<file path="src/rtl/lfsr_coin_gen_if.sv">
// Coin word stream between lfsr_coin_gen (master) and a coin consumer (slave).
// Valid/ready handshake; channel c occupies coins[c*OUT_W +: OUT_W].
interface lfsr_coin_gen_if #(
    parameter int CHANNELS = 2,
    parameter int OUT_W    = 8
);
    logic [CHANNELS*OUT_W-1:0] coins;
    logic                      coins_valid;
    logic                      coins_ready;

    modport master (
        output coins,
        output coins_valid,
        input  coins_ready
    );

    modport slave (
        input  coins,
        input  coins_valid,
        output coins_ready
    );
endinterface

</file>
<file path="src/rtl/lfsr_coin_gen.sv">
// Multi-channel Fibonacci LFSR coin generator: one fresh OUT_W-bit word per channel every OUT_W steps.
// Optional macro LFSR_LOCKUP_GUARD_EN: all-zero channels recover to 1 and raise sticky lockup.
//
// state    | meaning
// ST_IDLE  | enable low, everything holds
// ST_RUN   | all channels step together
// ST_STALL | completing step blocked by back-pressure, channels and cnt hold
// ST_SEED  | seed write cycle, cnt cleared, no step
module lfsr_coin_gen #(
    parameter int                          WIDTH    = 8,
    parameter int                          CHANNELS = 2,
    parameter logic [WIDTH-1:0]            TAPS     = 8'hB8,
    parameter logic [CHANNELS*WIDTH-1:0]   SEED     = 16'h01FF,
    parameter int                          OUT_W    = 8,
    localparam int                         SEL_W    = (CHANNELS > 1) ? $clog2(CHANNELS) : 1
) (
    input  logic                 clk,
    input  logic                 rst,
    input  logic                 enable,
    input  logic                 seed_we,
    input  logic [SEL_W-1:0]     seed_ch,
    input  logic [WIDTH-1:0]     seed_data,
    lfsr_coin_gen_if.master      coin_bus,
    output logic                 lockup
);

    localparam int              CNT_W = (OUT_W > 1) ? $clog2(OUT_W) : 1;
    localparam logic [CNT_W-1:0] LAST = CNT_W'(OUT_W - 1);

    localparam logic [1:0] ST_IDLE  = 2'd0;
    localparam logic [1:0] ST_RUN   = 2'd1;
    localparam logic [1:0] ST_STALL = 2'd2;
    localparam logic [1:0] ST_SEED  = 2'd3;

    logic [WIDTH-1:0]          lfsr_q       [CHANNELS];
    logic [WIDTH-1:0]          lfsr_stepped [CHANNELS];
    logic [CNT_W-1:0]          cnt;
    logic [CHANNELS*OUT_W-1:0] coins_q;
    logic [CHANNELS*OUT_W-1:0] coins_next;
    logic                      valid_q;
    logic [1:0]                mode;
    logic                      last_step;
    logic                      complete;

    assign last_step = (cnt == LAST);

    // The state is a pure function of this cycle's inputs and registered status,
    // so no path runs from coins_ready to the registered outputs.
    always_comb begin
        mode = ST_RUN;
        if (seed_we) begin
            mode = ST_SEED;
        end else if (!enable) begin
            mode = ST_IDLE;
        end else if (last_step && valid_q && !coin_bus.coins_ready) begin
            mode = ST_STALL;
        end
    end

    assign complete = (mode == ST_RUN) && last_step;

    always_comb begin
        for (int c = 0; c < CHANNELS; c++) begin
            lfsr_stepped[c] = {lfsr_q[c][WIDTH-2:0], ^(lfsr_q[c] & TAPS)};
`ifdef LFSR_LOCKUP_GUARD_EN
            if (lfsr_q[c] == '0) begin
                lfsr_stepped[c] = WIDTH'(1);
            end
`endif
        end
    end

    always_comb begin
        coins_next = '0;
        for (int c = 0; c < CHANNELS; c++) begin
            coins_next[c*OUT_W +: OUT_W] = lfsr_stepped[c][OUT_W-1:0];
        end
    end

    always_ff @(posedge clk or negedge rst) begin
        if (!rst) begin
            for (int c = 0; c < CHANNELS; c++) begin
                lfsr_q[c] <= SEED[c*WIDTH +: WIDTH];
            end
            cnt     <= '0;
            coins_q <= '0;
            valid_q <= 1'b0;
        end else begin
            if (mode == ST_SEED) begin
                // Out-of-range channel numbers match nothing, so the write is dropped.
                for (int c = 0; c < CHANNELS; c++) begin
                    if (seed_ch == SEL_W'(c)) begin
                        lfsr_q[c] <= seed_data;
                    end
                end
                cnt <= '0;
            end else if (mode == ST_RUN) begin
                for (int c = 0; c < CHANNELS; c++) begin
                    lfsr_q[c] <= lfsr_stepped[c];
                end
                cnt <= last_step ? '0 : cnt + 1'b1;
            end

            if (complete) begin
                coins_q <= coins_next;
                valid_q <= 1'b1;
            end else if (valid_q && coin_bus.coins_ready) begin
                valid_q <= 1'b0;
            end
        end
    end

    assign coin_bus.coins       = coins_q;
    assign coin_bus.coins_valid = valid_q;

`ifdef LFSR_LOCKUP_GUARD_EN
    logic [CHANNELS-1:0] zero_hit;
    logic                lock_q;

    always_comb begin
        zero_hit = '0;
        for (int c = 0; c < CHANNELS; c++) begin
            zero_hit[c] = (lfsr_q[c] == '0);
        end
    end

    always_ff @(posedge clk or negedge rst) begin
        if (!rst) begin
            lock_q <= 1'b0;
        end else if ((mode == ST_RUN) && (|zero_hit)) begin
            lock_q <= 1'b1;
        end
    end

    assign lockup = lock_q;
`else
    assign lockup = 1'b0;
`endif

endmodule
</file>
<file path="src/flat_wrapper.sv">
// flat-port wrapper written by rule: the top's interface ports become plain ports
module lfsr_coin_gen_flat 
#(
    parameter int                          WIDTH    = 8,
    parameter int                          CHANNELS = 2,
    parameter logic [WIDTH-1:0]            TAPS     = 8'hB8,
    parameter logic [CHANNELS*WIDTH-1:0]   SEED     = 16'h01FF,
    parameter int                          OUT_W    = 8,
    localparam int                         SEL_W    = (CHANNELS > 1) ? $clog2(CHANNELS) : 1
)
  (clk, rst, enable, seed_we, seed_ch, seed_data, lockup, coin_bus_coins, coin_bus_coins_valid, coin_bus_coins_ready);
  lfsr_coin_gen_if #(.CHANNELS(CHANNELS), .OUT_W(OUT_W)) coin_bus_i ();
  input  logic clk;
  input  logic rst;
  input  logic enable;
  input  logic seed_we;
  input  logic [SEL_W-1:0] seed_ch;
  input  logic [WIDTH-1:0] seed_data;
  output logic lockup;
  output wire logic [$bits(coin_bus_i.coins)-1:0] coin_bus_coins;
  output wire logic [$bits(coin_bus_i.coins_valid)-1:0] coin_bus_coins_valid;
  input wire logic [$bits(coin_bus_i.coins_ready)-1:0] coin_bus_coins_ready;
  assign coin_bus_coins = coin_bus_i.coins;
  assign coin_bus_coins_valid = coin_bus_i.coins_valid;
  assign coin_bus_i.coins_ready = coin_bus_coins_ready;
  lfsr_coin_gen #(.WIDTH(WIDTH), .CHANNELS(CHANNELS), .TAPS(TAPS), .SEED(SEED), .OUT_W(OUT_W)) u_core (.clk(clk), .rst(rst), .enable(enable), .seed_we(seed_we), .seed_ch(seed_ch), .seed_data(seed_data), .coin_bus(coin_bus_i), .lockup(lockup));
endmodule
</file>
<file path="config.mk">
export PLATFORM = sky130hd
export DESIGN_NAME = lfsr_coin_gen_flat
export DESIGN_NICKNAME = d
export VERILOG_FILES = /design/src/rtl/lfsr_coin_gen_if.sv /design/src/rtl/lfsr_coin_gen.sv /design/src/flat_wrapper.sv
export SDC_FILE = /design/constraint.sdc
export NUM_CORES = 1
export LEC_CHECK = 0
export CAP_MARGIN = 0
export CORE_UTILIZATION = 35
export DETAILED_ROUTE_END_ITERATION = 8
export PLACE_DENSITY = 0.64
export SLEW_MARGIN = 10
export SYNTH_ARGS = -nofsm -noshare
export SYNTH_HDL_FRONTEND = slang
export SYNTH_SLANG_ARGS = --single-unit
</file>
<file path="constraint.sdc">
create_clock -name clk -period 2.1 [get_ports clk]
set_input_delay 0.42 -clock clk [delete_from_list [all_inputs] [get_ports clk]]
set_output_delay 0.42 -clock clk [all_outputs]
set_load 0.05 [all_outputs]
</file>
### Word level (Yosys, flattened, before mapping)

Index checks and enable logic that the tools add are counted.

| word-level totals | value |
|---|---|
| register bits after elaboration | 36 |
| bits of input ports | 14 |
| output and inout bits | 18 |
| logic and storage cells | 34 |

| operators by class | value |
|---|---|
| add/sub/neg operators | 1 |
| eq/ne operators | 5 |
| mux-type cells | 12 |
| reduce and logical (&&, ||, !) cells | 11 |

Operators with widths:

| operator | number |
|---|---|
| two-way mux 16 bit | 2 |
| two-way mux 8 bit | 2 |
| parity 8 bit | 2 |
| two-way mux 3 bit | 3 |
| two-way mux 2 bit | 3 |
| logical AND 1 bit | 4 |
| != test 2 bit, second input constant | 2 |
| AND reduction 2 bit | 2 |
| nonzero test 2 bit | 2 |
| adder 3 x 1 -> 3 bit, second input constant | 1 |
| equality test 3 bit, second input constant | 1 |
| equality test 2 x 1 -> 1 bit, second input constant | 1 |
| equality test 2 bit, second input constant | 1 |
| two-way mux 1 bit | 2 |
| zero test 1 bit | 1 |

### Longest topological paths before layout

Gate-level depths: netlist of the first run.

| depth | value |
|---|---|
| depth in word-level cells | 9 |
| mapped depth | 7 |
| depth with buffers taken out | 5 |

### Worst setup path before layout of the first run

OpenSTA, ideal clock, no wires.

| timing path | value |
|---|---|
| kind | reg-to-reg |
| start point | register u_core.valid_q, in the netlist u_core.coin_bus.coins_valid |
| end point | register u_core.coins_q[10], in the netlist u_core.coin_bus.coins[10] |
| setup time | 0.125 ns |
| data arrival time | 1.497 ns |
| required time | 1.975 ns |
| slack | 0.478 ns |
| cell stages (with the launch flop) | 6 |
| path buffers | 2 |
| clock period less this slack | 1.622 ns |
| cells stage by stage | dfrtp_1 > nand2b_1 > and3_4 > buf_8 > buf_12 > mux2_4 |

| on the way | value |
|---|---|
| longest elaborated chain between the ends | 7 |

Ends and longest elaborated chain:

| what | line | RTL |
|---|---|---|
| start, declared | lfsr_coin_gen.sv:40 | `logic valid_q;` |
| start signal, assigned | lfsr_coin_gen.sv:87 | `valid_q <= 1'b0;` |
| start signal, assigned | lfsr_coin_gen.sv:106 | `valid_q <= 1'b1;` |
| start signal, assigned | lfsr_coin_gen.sv:108 | `valid_q <= 1'b0;` |
| logical AND 1 bit (2 in a row) | lfsr_coin_gen.sv:55 | `end else if (last_step && valid_q && !coin_bus.coins_ready) begin` |
| two-way mux 2 bit | lfsr_coin_gen.sv:55 |  |
| two-way mux 2 bit | lfsr_coin_gen.sv:53 | `end else if (!enable) begin` |
| two-way mux 2 bit | lfsr_coin_gen.sv:51 | `if (seed_we) begin` |
| equality test 2 x 1 -> 1 bit | lfsr_coin_gen.sv:60 | `assign complete = (mode == ST_RUN) && last_step;` |
| logical AND 1 bit | lfsr_coin_gen.sv:60 |  |
| end signal, assigned | lfsr_coin_gen.sv:105 | `coins_q <= coins_next;` |
| end, declared | lfsr_coin_gen.sv:38 | `logic [CHANNELS*OUT_W-1:0] coins_q;` |

No other way between the ends.
A chain may end at the register's enable or synchronous reset.

### Worst setup path after layout of the first run

| timing path | value |
|---|---|
| start point | register u_core.valid_q, in the netlist u_core.coin_bus.coins_valid |
| end point | output port coin_bus_coins_valid |

RTL lines:

| what | line | RTL |
|---|---|---|
| end, declared | flat_wrapper.sv:21 | `output wire logic [$bits(coin_bus_i.coins_valid)-1:0] coin_bus_coins_valid;` |

No word-level cell between the ends.

==> out/qor.yml, run 1 <==
synthesis:
  ys_ff_latch: 36
  ys_seq_area_frac: 0.491
  syn_avg_cell_area_um2: 12.4
  synth_area_um2: 1860
  yosys_warnings: 0
  synthesis.nets: 166
  syn_inst: 150
  ys_types: 37
clock_tree:
  cts_root_buffer: "clkbuf_8"
  cts_setup_buffers: 0
  cts_buffer_depth: 2
  hold_buffers: 0
  clock_latency_ns: 0.28
  clk_pin_slew_worst_paths_ns: 0.07
  cts-resized-gates: 0
  cts_tree: "done"
  cts_sinks: 36
  cts-buffers-inserted: 5
  htreeDepth: 2
floorplanning:
  std_cell_rows: 26
  io_pins: 32
  chipWidth_um: 74.9
  initial_utilization: 0.364
  die_h_um: 74.9
  fp.dieArea_um2: 5600
  core_um2: 5110
finish:
  ff_latch_area_um2: 912
  final_cells: 255
  fill_cells: 492
  multiInputGateArea_um2: 831
  diodes: 0
  area_growth_pct: 23.1
  final_layout_size_suffix_gt1_frac: 0.297
  nets: 200
  fin_area_um2: 2290
power:
  powerDensity_nw_per_um2: 718
  finalPower_mw: 1.64
  peakVddDrop_uv: 259
  leakage_nw: 0.983
place:
  placed_cell_area_um2: 2210
  dp_hpwl_um: 2780
  dp_cells: 247
  io_buffers: 30
  gp_congestion: 0.841
sta:
  hold_viol: 0
  finalCriticalPeriod_ns: 1.96
  fin_skew_ns: 0.00448
  slew_viol_final: 0
  rsz0062_at_grt: "false"
  tns_ns: 0
  tightest_slew_ns: 0.506
  finalCritPeriodShare: 0.933
  whs_ns: 0.508
  max_freq_mhz: 510
  setup_violations: 0
  max_slew_margin: 0.662
worst_setup_path:
  crit_family: "buffers and inverters"
  cp_cell_sequence: "clkdlybuf4s50_1"
  crit_cells: 1
  cp_max_fo: 5
  max_stage_delay_ns: 0.83
  worstPathRequired_ns: 1.68
  arrival_ns: 1.54
  crit_path_end_kind: "primary output"
  critPathKind: "reg2out"
  r2r_cells: 5
  startpoint_type: "flop"
  crit_buf_inv: 1
  worst_path_max_delay_cell: "clkdlybuf4s50_1"
grt:
  grt-ovfl-total: 0
  busiest_layer: "met2"
  grt_pass1_vias: 1242
  grtUsageTotal: 0.150
  grt_max_degree: 37
  met3_usage: 0.0388
  use_met1: 0.171
  grt_pass1_wl_um: 6090
  antenna_found_initial: 0
  use_met2: 0.264
route:
  drt-total-wl_um: 3730
  first_iter_violations: 50
  drc_errors: 0
  vias_per_cell: 4.81
  dr.pass1.iters: 4
  final_antenna_net_count: 0
  routedWlPerCell_um: 14.6
  vias: 1226
flow_run:
  cap_violations: 0
run_status:
  status: "complete, no violations"
hold_path:
  worst_hold_path_type: "reg2reg"
  min_path_cells: 1
==> cells in the mapped netlist <==
library cell / number / area [um2]
a211o_2: 1 / 10.0
a211oi_1: 1 / 7.51
a21oi_1: 11 / 55.1
a21oi_4: 1 / 16.3
a31oi_2: 6 / 75.1
a31oi_4: 1 / 21.3
and2_4: 1 / 8.76
and2b_1: 1 / 7.51
and3_4: 1 / 11.3
and3b_1: 2 / 17.5
buf_12: 1 / 20.0
buf_2: 1 / 5.00
buf_4: 1 / 7.51
buf_6: 2 / 22.5
buf_8: 1 / 15.0
clkbuf_1: 2 / 7.51
conb_1: 1 / 3.75
dfrtp_1: 27 / 676
dfstp_2: 9 / 236
ha_1: 2 / 25.0
inv_1: 10 / 37.5
mux2_2: 13 / 146
mux2_4: 10 / 150
mux2i_1: 1 / 10.0
nand2_1: 8 / 30.0
nand2b_1: 8 / 50.1
nand3_1: 2 / 10.0
nand3b_1: 2 / 15.0
nand4bb_1: 1 / 11.3
nor2_1: 1 / 3.75
nor2b_4: 1 / 13.8
o211a_1: 1 / 10.0
o21ai_0: 11 / 55.1
or2b_1: 1 / 7.51
or3_1: 1 / 6.26
xnor2_1: 5 / 43.8
xor2_1: 1 / 8.76
==> area by class of cell <==
type | instances | area share
Clock buffer | 7 | 0.0334
Timing Repair Buffer | 35 | 0.148
Clock inverter | 1 | 0.00219
Multi-Input combinational cell | 96 | 0.363
Sequential cell | 36 | 0.399
Tap cell | 70 | 0.0383
Inverter | 10 | 0.0164
==> kinds of logic after synthesis <==
| family | share of synthesized area |
|---|---|
| buffers and inverters | 0.0620 |
| DFF | 0.491 |
| adders and majority gates | 0.0135 |
| other | 0.00202 |
| AOI/OAI and AO/OA | 0.135 |
| muxes | 0.165 |
| xor gates and xnor gates | 0.0283 |
| and+or+nand+nor | 0.104 |
==> worst paths after layout <==
check | slack (ns) | end | from
worst max-delay path | 0.14 | coin_bus_coins_valid | u_core.coin_bus.coins_valid
worst min-delay path | 0.51 | u_core.coin_bus.coins[1] | u_core.coin_bus.coins[1]
worst max register to register | 0.28 | u_core.coins_next[2] | u_core.cnt[0]
worst min register to register | 0.51 | u_core.coin_bus.coins[1] | u_core.coin_bus.coins[1]
max in group asynchronous | 1.20 | u_core.coins_next[5] | rst
min in group asynchronous | 0.55 | u_core.coin_bus.coins[11] | rst
==> per-stage QoR <==
step	utilization	worst slack [ns]
2_1_floorplan	-	0.478
3_3_place_gp	0.432	0.113
3_5_place_dp	0.432	0.0521
4_1_cts	0.448	0.151
5_1_grt	0.448	0.125
6_report	0.448	0.141
==> metal layers <==
metal / part of all wire / wire length [um] / vias up
li1: - / - / 585
met1: 0.43 / 1600 / 613
met2: 0.52 / 1940 / 21
met3: 0.029 / 110 / 7
met4: 0.020 / 74 / 0
met5: 0 / 0 / -
==> flip-flops by register name, summed over array words and instances, names as in the netlist <==
name / count
u_core.coin_bus.coins: 16
u_core.coin_bus.coins_valid: 1
u_core.coins_next: 14
u_core.cnt: 3
u_core.lfsr_q: 2
==> power breakdown <==
group	leakage, nW	total [mW]	internal [mW]	switching [mW]
logic	0.495	0.306	0.158	0.148
registers	0.446	0.872	0.800	0.0725
clock network	0.0422	0.464	0.232	0.232
total	0.983	1.64	1.19	0.452
==> cells in the final DEF (no fill, tap or decap), drive strengths merged <==
master	count
nand2b	8
and3b	2
a211o	1
nor2	1
and2b	1
and3	1
inv	10
buf	5
or3	1
a31oi	7
clkinv	1
a211oi	1
xnor2	5
conb	1
dfrtp	27
dfstp	9
ha	2
a21oi	12
nand2	8
clkdlybuf4s50	30
nand4bb	1
and2	1
nor2b	1
o21ai	11
nand3b	2
nand3	2
mux2i	1
o211a	1
or2b	1
clkbuf	7
mux2	23
xor2	1
No activity file was read; power rests on OpenSTA's default activity.
==> inputs of run 2 (changes only) <==
--- a/config.mk
+++ b/config.mk
@@ -6,6 +6,7 @@
 export NUM_CORES = 1
 export LEC_CHECK = 0
 export CAP_MARGIN = 0
+export CORE_MARGIN = 4
 export CORE_UTILIZATION = 35
 export DETAILED_ROUTE_END_ITERATION = 8
 export PLACE_DENSITY = 0.64
==> out/qor.yml, run 2 (same netlist as run 1, synthesis figures left out) <==
worst_setup_path:
  worstPathRequired_ns: 1.68  # about the same
  crit_buf_inv: 1  # unchanged
  startpoint_type: "flop"
  cp_max_fo: 5  # unchanged
  crit_family: "buffers and inverters"
  arrival_ns: 1.52  # -0.02 ns
  worst_path_max_delay_cell: "clkdlybuf4s50_1"
  critPathKind: "reg2out"
  cp_cell_sequence: "clkdlybuf4s50_1"
  crit_path_end_kind: "primary output"
  max_stage_delay_ns: 0.83  # about the same
sta:
  slew_viol_final: 0  # unchanged
  max_slew_margin: 0.663  # +0.00115
  max_freq_mhz: 516  # +1.1%
  finalCriticalPeriod_ns: 1.94  # -0.0213 ns
  setup_violations: 0  # unchanged
  fin_skew_ns: 0.00505  # +0.000572 ns
  finalCritPeriodShare: 0.923  # -0.0102
  tightest_slew_ns: 0.504  # -0.00172 ns
  rsz0062_at_grt: "false"
  hold_viol: 0  # unchanged
  tns_ns: 0  # unchanged
hold_path:
  worst_hold_path_type: "reg2reg"
finish:
  fin_area_um2: 2310  # +1.0%
  final_common_cell: "clkdlybuf4s50_1"
  final_cell_mix: "clkdlybuf4s50_1, dfrtp_1, mux2_2, o21ai_0, a21oi_1"
  largest_reg_flops: 16  # unchanged
  diodes: 0  # unchanged
  area_growth_pct: 24.4
  nets: 202  # +1.0%
  final_layout_size_suffix_gt1_frac: 0.305  # +0.00752
power:
  powerDensity_nw_per_um2: 724  # +0.83%
  swShare: 0.267  # -0.00787
  switching_power_mw: 0.448  # -1.0%
  p_clk_frac: 0.299  # +0.016
  peakVddDrop_uv: 340  # +31%
  p_int_mw: 1.23  # +3.0%
  leakage_nw: 0.996  # +1.3%
  seq_power_share: 0.520  # -0.011
  p_comb_frac: 0.181  # -0.005
grt:
  grt_pass1_vias: 1259  # +1.4%
  grtUsageTotal: 0.127  # -0.0231
  grt-ovfl-total: 0  # unchanged
  grt_pass1_wl_um: 6200  # +1.9%
  antenna_found_initial: 0  # unchanged
  grt_max_degree: 37  # unchanged
route:
  vias: 1216  # -0.82%
  dr.pass1.iters: 4  # unchanged
  drc_errors: 0  # unchanged
  first_iter_violations: 75  # +50%
  drt-total-wl_um: 3640  # -2.4%
  vias_per_cell: 4.73  # -1.6%
  routedWlPerCell_um: 14.2  # -3.1%
  final_antenna_net_count: 0  # unchanged
place:
  gp_congestion: 0.832  # -1.1%
  dp_hpwl_um: 2660  # -4.2%
  io_buffers: 30  # unchanged
  placed_cell_area_um2: 2220  # +0.68%
floorplanning:
  fp.dieArea_um2: 6540  # +17%
  die_h_um: 80.9  # +8.0%
  initial_utilization: 0.361  # -0.00230
  chipWidth_um: 80.9  # +8.0%
  io_pins: 32  # unchanged
  std_cell_rows: 26  # unchanged
  core_um2: 5140  # +0.64%
run_status:
  status: "complete, no violations"
clock_tree:
  cts_setup_buffers: 0  # unchanged
  cts_root_buffer: "clkbuf_8"
  clock_latency_ns: 0.28  # about the same
  htreeDepth: 2  # unchanged
  cts_tree: "done"
  hold_buffers: 0  # unchanged
  cts_buffer_depth: 2  # unchanged
  clk_pin_slew_worst_paths_ns: 0.07  # about the same
  cts_sinks: 36  # unchanged
  cts-resized-gates: 0  # unchanged
  cts-buffers-inserted: 5  # unchanged
flow_run:
  cap_violations: 0  # unchanged
-- run 2: routing by layer --
layer	global-route usage	up-vias	share of wire
met3	0.0322	5	0.038
li1	-	588	-
met4	0.0574	0	0.014
met1	0.177	594	0.49
met5	0	-	0
met2	0.186	29	0.46
-- run 2: worst register-to-register path: cells and delay by family, from the launching register on --
family | cells | cell delay, ns
flip-flops | 1 | 0.36
AND/OR/NAND/NOR | 1 | 0.18
multiplexers | 1 | 0.38
AO/OA/AOI/OAI | 1 | 0.34
adder cells (fa/ha/maj) | 2 | 0.40
-- run 2: cell type report --
class,instances,area [um2]
Inverter,10,37.5
Clock buffer,8,90.1
Multi-Input combinational cell,96,831
Sequential cell,36,912
Tap cell,70,87.6
Timing Repair Buffer,37,353
Fill cell,517,2830
-- run 2: path summary, 6_finish.rpt --
kind                                        startpoint                         to  slack [ns]  cells past startpoint
max in group asynchronous                          rst       u_core.coins_next[2]        1.19                      2
min                          u_core.coin_bus.coins[13]  u_core.coin_bus.coins[13]        0.51                      1
max reg2reg                              u_core.cnt[0]       u_core.coins_next[4]        0.36                      5
min in group asynchronous                          rst   u_core.coin_bus.coins[7]        0.55                      2
max                        u_core.coin_bus.coins_valid       coin_bus_coins_valid        0.16                      1
min reg2reg                  u_core.coin_bus.coins[13]  u_core.coin_bus.coins[13]        0.51                      1
-- run 2: power groups by stage --
stage | clock network [mW] | registers [mW] | logic, mW
6_report | 0.500 | 0.870 | 0.303
5_1_grt | 0.548 | 0.881 | 0.334
4_1_cts | 0.522 | 0.870 | 0.308
3_5_place_dp | 0 | 0.883 | 0.308
3_3_place_gp | 0 | 0.880 | 0.302
2_1_floorplan | 0 | 0.861 | 0.222
-- run 2: through the flow --
stage | std cells | utilization | power (mW) | hold WS [ns] | worst slack (ns)
5_1_grt | 257 | 0.450 | 1.76 | 0.529 | 0.0743
6_report | 257 | 0.450 | 1.67 | 0.505 | 0.162
3_3_place_gp | 249 | 0.432 | 1.18 | 0.500 | 0.0613
2_1_floorplan | 150 | - | 1.08 | 0.124 | 0.478
3_5_place_dp | 249 | 0.432 | 1.19 | 0.497 | 0.0330
4_1_cts | 257 | 0.450 | 1.70 | 0.515 | 0.148
